==> src/rtl/ppl_pkg.sv <==
// Shared definitions for the raster pixel scanner: state encoding, counter widths
// and the frame-size helper used for elaboration-time geometry checks.
package ppl_pkg;

    localparam int PPL_ADDR_W = 20;
    localparam int PPL_X_W    = 11;
    localparam int PPL_Y_W    = 10;

    typedef logic [1:0] ppl_state_t;

    localparam ppl_state_t PPL_ST_IDLE = 2'd0;
    localparam ppl_state_t PPL_ST_SCAN = 2'd1;
    localparam ppl_state_t PPL_ST_DONE = 2'd2;

    function automatic int unsigned ppl_frame_size(input int unsigned h_disp,
                                                   input int unsigned v_disp);
        return h_disp * v_disp;
    endfunction

endpackage

==> src/rtl/ppl_ndc_map.sv <==
// Combinational centring of raster coordinates into signed, y-up screen space.
// Only instantiated when PPL_SCANNER_NDC_EN is defined; the output register lives in ppl_scanner.
module ppl_ndc_map
    import ppl_pkg::*;
#(
    parameter int H_DISP = 1280,
    parameter int V_DISP = 720
) (
    input  logic        [PPL_X_W-1:0] pix_x_i,
    input  logic        [PPL_Y_W-1:0] pix_y_i,
    output logic signed [PPL_X_W:0]   ndc_x_o,
    output logic signed [PPL_Y_W:0]   ndc_y_o
);

    localparam logic signed [PPL_X_W:0] HALF_H = (PPL_X_W + 1)'(H_DISP / 2);
    localparam logic signed [PPL_Y_W:0] HALF_V = (PPL_Y_W + 1)'(V_DISP / 2);

    // Zero-extend before the signed subtraction so large x/y never read as negative.
    assign ndc_x_o = $signed({1'b0, pix_x_i}) - HALF_H;
    assign ndc_y_o = HALF_V - $signed({1'b0, pix_y_i});

endmodule

==> src/rtl/ppl_scanner.sv <==
// Raster pixel scanner: walks the display row-major, one pixel per enabled cycle.
// Optional feature macro PPL_SCANNER_NDC_EN adds registered centred coordinates ndc_x/ndc_y.
module ppl_scanner
    import ppl_pkg::*;
#(
    parameter int H_DISP = 1280,
    parameter int V_DISP = 720
) (
    input  logic                  clk,
    input  logic                  rst,
    input  logic                  prepare_flag,
    input  logic                  scanner_en,
    input  logic                  scanner_stop,
    output logic [PPL_ADDR_W-1:0] pixel_addr_out,
    output logic [PPL_X_W-1:0]    pix_x,
    output logic [PPL_Y_W-1:0]    pix_y,
    output logic                  pix_valid,
    output logic                  frame_first,
`ifdef PPL_SCANNER_NDC_EN
    output logic                  frame_last,
    output logic signed [PPL_X_W:0] ndc_x,
    output logic signed [PPL_Y_W:0] ndc_y
`else
    output logic                  frame_last
`endif
);

    localparam logic [PPL_ADDR_W-1:0] FRAME_SIZE = PPL_ADDR_W'(ppl_frame_size(H_DISP, V_DISP));
    localparam logic [PPL_X_W-1:0]    X_LAST     = PPL_X_W'(H_DISP - 1);
    localparam logic [PPL_Y_W-1:0]    Y_LAST     = PPL_Y_W'(V_DISP - 1);

    if (ppl_frame_size(H_DISP, V_DISP) >= (32'd1 << PPL_ADDR_W) ||
        H_DISP > 2048 || V_DISP > 1024) begin : g_cfg_err
        $error("ppl_scanner: unsupported display geometry %0d x %0d", H_DISP, V_DISP);
    end

    ppl_state_t            state_q, state_d;
    logic [PPL_X_W-1:0]    x_q, x_d;
    logic [PPL_Y_W-1:0]    y_q, y_d;
    logic [PPL_ADDR_W-1:0] addr_q, addr_d;
    logic                  emit;
    logic                  at_origin;
    logic                  at_last;

    logic [PPL_X_W-1:0]    pix_x_q;
    logic [PPL_Y_W-1:0]    pix_y_q;
    logic                  pix_valid_q;
    logic                  frame_first_q;
    logic                  frame_last_q;

    assign at_origin = (x_q == '0) && (y_q == '0);
    assign at_last   = (x_q == X_LAST) && (y_q == Y_LAST);

    // NOTE: every next-state signal gets a default first, so no path through the
    // case below can leave one unassigned and infer a latch.
    always_comb begin
        state_d = state_q;
        x_d     = x_q;
        y_d     = y_q;
        addr_d  = addr_q;
        emit    = 1'b0;
        if (prepare_flag) begin
            state_d = PPL_ST_IDLE;
            x_d     = '0;
            y_d     = '0;
            addr_d  = '0;
        end else begin
            case (state_q)
                PPL_ST_IDLE: begin
                    state_d = PPL_ST_SCAN;
                end
                PPL_ST_SCAN: begin
                    if (scanner_en && !scanner_stop) begin
                        emit = 1'b1;
                        if (at_last) begin
                            addr_d  = FRAME_SIZE;
                            state_d = PPL_ST_DONE;
                        end else begin
                            addr_d = addr_q + PPL_ADDR_W'(1);
                            if (x_q == X_LAST) begin
                                x_d = '0;
                                y_d = y_q + PPL_Y_W'(1);
                            end else begin
                                x_d = x_q + PPL_X_W'(1);
                            end
                        end
                    end
                end
                PPL_ST_DONE: begin
                    state_d = PPL_ST_DONE;
                end
                default: begin
                    state_d = PPL_ST_IDLE;
                end
            endcase
        end
    end

    // NOTE: sequential state uses non-blocking assignments so every register
    // samples the pre-edge values regardless of statement order.
    always_ff @(posedge clk or posedge rst) begin
        if (rst) begin
            state_q       <= PPL_ST_IDLE;
            x_q           <= '0;
            y_q           <= '0;
            addr_q        <= '0;
            pix_x_q       <= '0;
            pix_y_q       <= '0;
            pix_valid_q   <= 1'b0;
            frame_first_q <= 1'b0;
            frame_last_q  <= 1'b0;
        end else begin
            state_q       <= state_d;
            x_q           <= x_d;
            y_q           <= y_d;
            addr_q        <= addr_d;
            pix_valid_q   <= emit;
            frame_first_q <= emit && at_origin;
            frame_last_q  <= emit && at_last;
            if (emit) begin
                pix_x_q <= x_q;
                pix_y_q <= y_q;
            end
        end
    end

    assign pixel_addr_out = addr_q;
    assign pix_x          = pix_x_q;
    assign pix_y          = pix_y_q;
    assign pix_valid      = pix_valid_q;
    assign frame_first    = frame_first_q;
    assign frame_last     = frame_last_q;

`ifdef PPL_SCANNER_NDC_EN
    logic signed [PPL_X_W:0] ndc_x_d, ndc_x_q;
    logic signed [PPL_Y_W:0] ndc_y_d, ndc_y_q;

    ppl_ndc_map #(
        .H_DISP (H_DISP),
        .V_DISP (V_DISP)
    ) u_ndc_map (
        .pix_x_i (x_q),
        .pix_y_i (y_q),
        .ndc_x_o (ndc_x_d),
        .ndc_y_o (ndc_y_d)
    );

    // Captured alongside pix_x/pix_y so the centred pair adds no latency.
    always_ff @(posedge clk or posedge rst) begin
        if (rst) begin
            ndc_x_q <= '0;
            ndc_y_q <= '0;
        end else if (emit) begin
            ndc_x_q <= ndc_x_d;
            ndc_y_q <= ndc_y_d;
        end
    end

    assign ndc_x = ndc_x_q;
    assign ndc_y = ndc_y_q;
`endif

endmodule

==> config.mk <==
export PLATFORM = sky130hd
export DESIGN_NAME = ppl_scanner
export DESIGN_NICKNAME = d
export VERILOG_FILES = /design/src/rtl/ppl_pkg.sv /design/src/rtl/ppl_ndc_map.sv /design/src/rtl/ppl_scanner.sv
export SDC_FILE = /design/constraint.sdc
export NUM_CORES = 1
export LEC_CHECK = 0
export ABC_AREA = 1
export ABC_CLOCK_PERIOD_IN_PS = 2100
export CAP_MARGIN = 30
export CORE_ASPECT_RATIO = 0.6
export CORE_UTILIZATION = 52
export CTS_BUF_LIST = sky130_fd_sc_hd__clkbuf_4 sky130_fd_sc_hd__clkbuf_8
export DETAILED_ROUTE_END_ITERATION = 7
export HOLD_SLACK_MARGIN = 0.15
export PLACE_DENSITY = 0.81
export REMOVE_ABC_BUFFERS = 1
export SETUP_SLACK_MARGIN = 0.2
export SLEW_MARGIN = 20
export SYNTH_ARGS = -nofsm -noshare
export SYNTH_HDL_FRONTEND = slang
export SYNTH_HIERARCHICAL = 1
export SYNTH_SLANG_ARGS = --single-unit
export TNS_END_PERCENT = 10
==> constraint.sdc <==
create_clock -name clk -period 2.1 [get_ports clk]
set_input_delay 0.42 -clock clk [delete_from_list [all_inputs] [get_ports clk]]
set_output_delay 0.42 -clock clk [all_outputs]
set_load 0.05 [all_outputs]
==> results.md <==
* Unrepaired setup endpoints after global routing: yes
* Syn. warnings at 6
* Switching Fraction at roughly 31%
* Core Region at 6820 um2
* Max-slew headroom at between 50% and 60%
* FF+latch count, synth at 67
* Total I/O pin count at between 40 and 50
* Most frequent cells in the layout: nand2_1, dfrtp_1, nor2_1
* Synth area leaders: dfrtp_1, nand2_1, nor2_1
* Hold crit path type: in -> async
* Post-DRT Antenna Nets at 0
* Nature of the critical path endpoint: primary output
* Post-synthesis sequential area ratio at about 45%
* Cells after Synth at 499
* Die width at around 110 um
* CP bufs+invs at 1
* Sequential share of power at between 40% and 50%
* Prevailing post-synth register cell: dfrtp_1
* Hold WS at ~0.45 ns
* Psw at roughly 0.0011 W
* Slowest stage delay, CP at roughly 0.84 ns
* Clock buffer count from CTS at 9
* Post-route DRC at 4
* Rows at 23
* Die area at 7540 um2
* Logic pwr share at a little over a fifth
* Fraction of layout cells with a size suffix above 1 at 10.1%
* Max Cap Viol at 0
* Internal power at ~0.0025 W
* Clock power share at a little under two fifths
* Initial antenna violation count at 0
* Clock Pin Slew Worst Setup and Hold Paths at around 0.080 ns
* Layout area overhead at 24.3%
* H-tree Lvls at 3
* Max-slew violations at 0
* Setup TNS at 0 ns
* P_leak at 2.37 nW
* Cell Pwr Density at ~760 nW/um2
* Maximum root-to-sink buffer count at 2
* Design Power at ~0.0035 W
* N_diodes at 0
* Initial Util at approximately 55%
* First-pass GRT wire length at around 15 mm
* Crit-path leading delay family: buffers and inverters
* CTS tree: yes
* Avg Cell Area, Syn at between 7 and 8 um2
* GR Util All Layers at around a quarter
* Slew @ Worst Pin at 0.640 ns
* DR pass1 iterations at 7
* Final setup viols at 0
* Filler cells at ~570
* Initial DRC Count at roughly 360
* Failing checks: DRC
* WP data required at around 1.7 ns
* FFs w/ async S/R, synth at 100%
* Clock sink total at 67
* R2R depth at 8
* Total congestion overflow at 0
* Routability Congestion at approximately 0.9
* Fin nets at 570
* Final hold viol count at 0
* Final HPWL DP at about 6.5 mm
* F_max at around 490 MHz
* Via count at between 3,000 and 4,000
* Worst setup SP type: flip-flop
* Clk root buf: clkbuf_8
* Outcome: complete, but fails checks
* Worst-path maximum fanout at 6
* Cell Area, Synth at about 3700 um2
* Min Clock Period, post-route at about 2 ns
* FF/Latch Area at roughly 1700 um2
* Largest net degree at the start of global routing at 68
* Port Buffers at 48
* CP max-delay cell: clkdlybuf4s50_1
* Final Skew at between 0.008 and 0.009 ns
* Leading cell type in the layout, fill and taps excluded: nand2_1
* CP cell instances: clkdlybuf4s50_1
* Largest area contributor in the netlist: dfrtp_1
* Worst EP arrival at between 1.5 and 2 ns
* Die Y at approximately 68 um
* Worst path depth at 1
* Clock Latency Late Sink at 0.36 ns
* Vias per cell at 5.41
* Distinct cell type count after synthesis at 25
* Vias in the first global route at 3,255
* Post-synth EDFFs at 0
* Peak VDD IR at approximately 360 uV
* Multi-input logic area at about 1800 um2
* Yosys top cell area share at between 40% and 50%
* WS Path Type: reg -> out
* Routed len/inst at roughly 14 um
* DRT Wirelength at ~9 mm
* Final Cycle Share at a little over nine tenths
path summary, 6_finish.rpt:
path | slack (ns) | to | from
setup / recovery | 0.05 | pixel_addr_out[6] | pixel_addr_out[6]$_DFFE_PP0P_
hold / removal | 0.45 | frame_last$_DFF_PP0_ | rst
setup reg to reg | 0.19 | y_q[8]$_DFFE_PP0P_ | y_q[1]$_DFFE_PP0P_
hold reg to reg | 0.47 | pix_y[6]$_DFFE_PP0P_ | pix_y[6]$_DFFE_PP0P_
max in group asynchronous | 1.36 | x_q[5]$_DFFE_PP0P_ | rst
min in group clk | 0.47 | pix_y[6]$_DFFE_PP0P_ | pix_y[6]$_DFFE_PP0P_
logic make-up (layout without fill, tap and decap cells):
logic type	count (synthesis)	after routing	synth area share, %
AND/OR/NAND/NOR	307	307	36.6
buffers and inverters	71	135	8.40
AO/OA/AOI/OAI	32	32	4.28
XOR/XNOR	15	15	3.51
flip-flops	67	67	44.8
adder cells (fa/ha/maj)	7	7	2.34
area by class of cell:
type                            instances  area share [%]
Tap cell                               87            2.34
Clock buffer                           10            2.96
Timing Repair Buffer                   65            13.8
Clock inverter                          6            2.42
Multi-Input combinational cell        361            38.1
Inverter                               54            4.36
Sequential cell                        67            36.1
timing repair:
action,4_1_cts,5_1_grt
setup buffers,0,0
setup endpoints to repair,55,78
hold buffers,0,0
gates resized for setup,5,10
endpoints found under the hold margin,0,0
registers in the layout, indices dropped and copies added (netlist names):
signal	cells
state_q	2
pix_valid	1
pix_x	11
x_q	11
frame_last	1
pixel_addr_out	20
y_q	10
pix_y	10
frame_first	1
power groups by stage:
stage	registers, W	logic [W]	clock network (W)
3_5_place_dp	0.00147	0.000752	0
6_report	0.00145	0.000759	0.00133
4_1_cts	0.00145	0.000757	0.00136
5_1_grt	0.00146	0.000826	0.00141
2_1_floorplan	0.00167	0.000276	0
3_3_place_gp	0.00147	0.000726	0
cell usage after synthesis, types with 4 or more instances:
library cell and number:
a21oi_1 6, buf_2 11, buf_6 4, dfrtp_1 67, ha_1 7, inv_1 53
nand2_1 163, nand2_2 6, nand3_1 40, nand3_2 5, nand4_1 18, nor2_1 57
nor2_4 4, nor3_1 7, o21ai_0 23, xnor2_1 4, xor2_1 11
metrics by stage:
stage	instances	setup WS [ns]	instance area [um2]	util (%)
floorplan	482	-0.00316	3630	-
global placement	634	0.0337	4370	64.1
detailed placement	634	-0.0656	4370	64.1
CTS	650	0.0322	4610	67.6
global route	650	0.00759	4650	68.2
finish	650	0.0515	4650	68.2
per-layer routing:
metal	vias to the layer above	wire length [um]	track usage [%]
met2	169	4020	39.8
met5	-	0	0
met3	11	883	8.44
met1	1639	4160	34.9
li1	1699	-	-
met4	0	98	11.0
No activity file was read; power rests on OpenSTA's default activity.
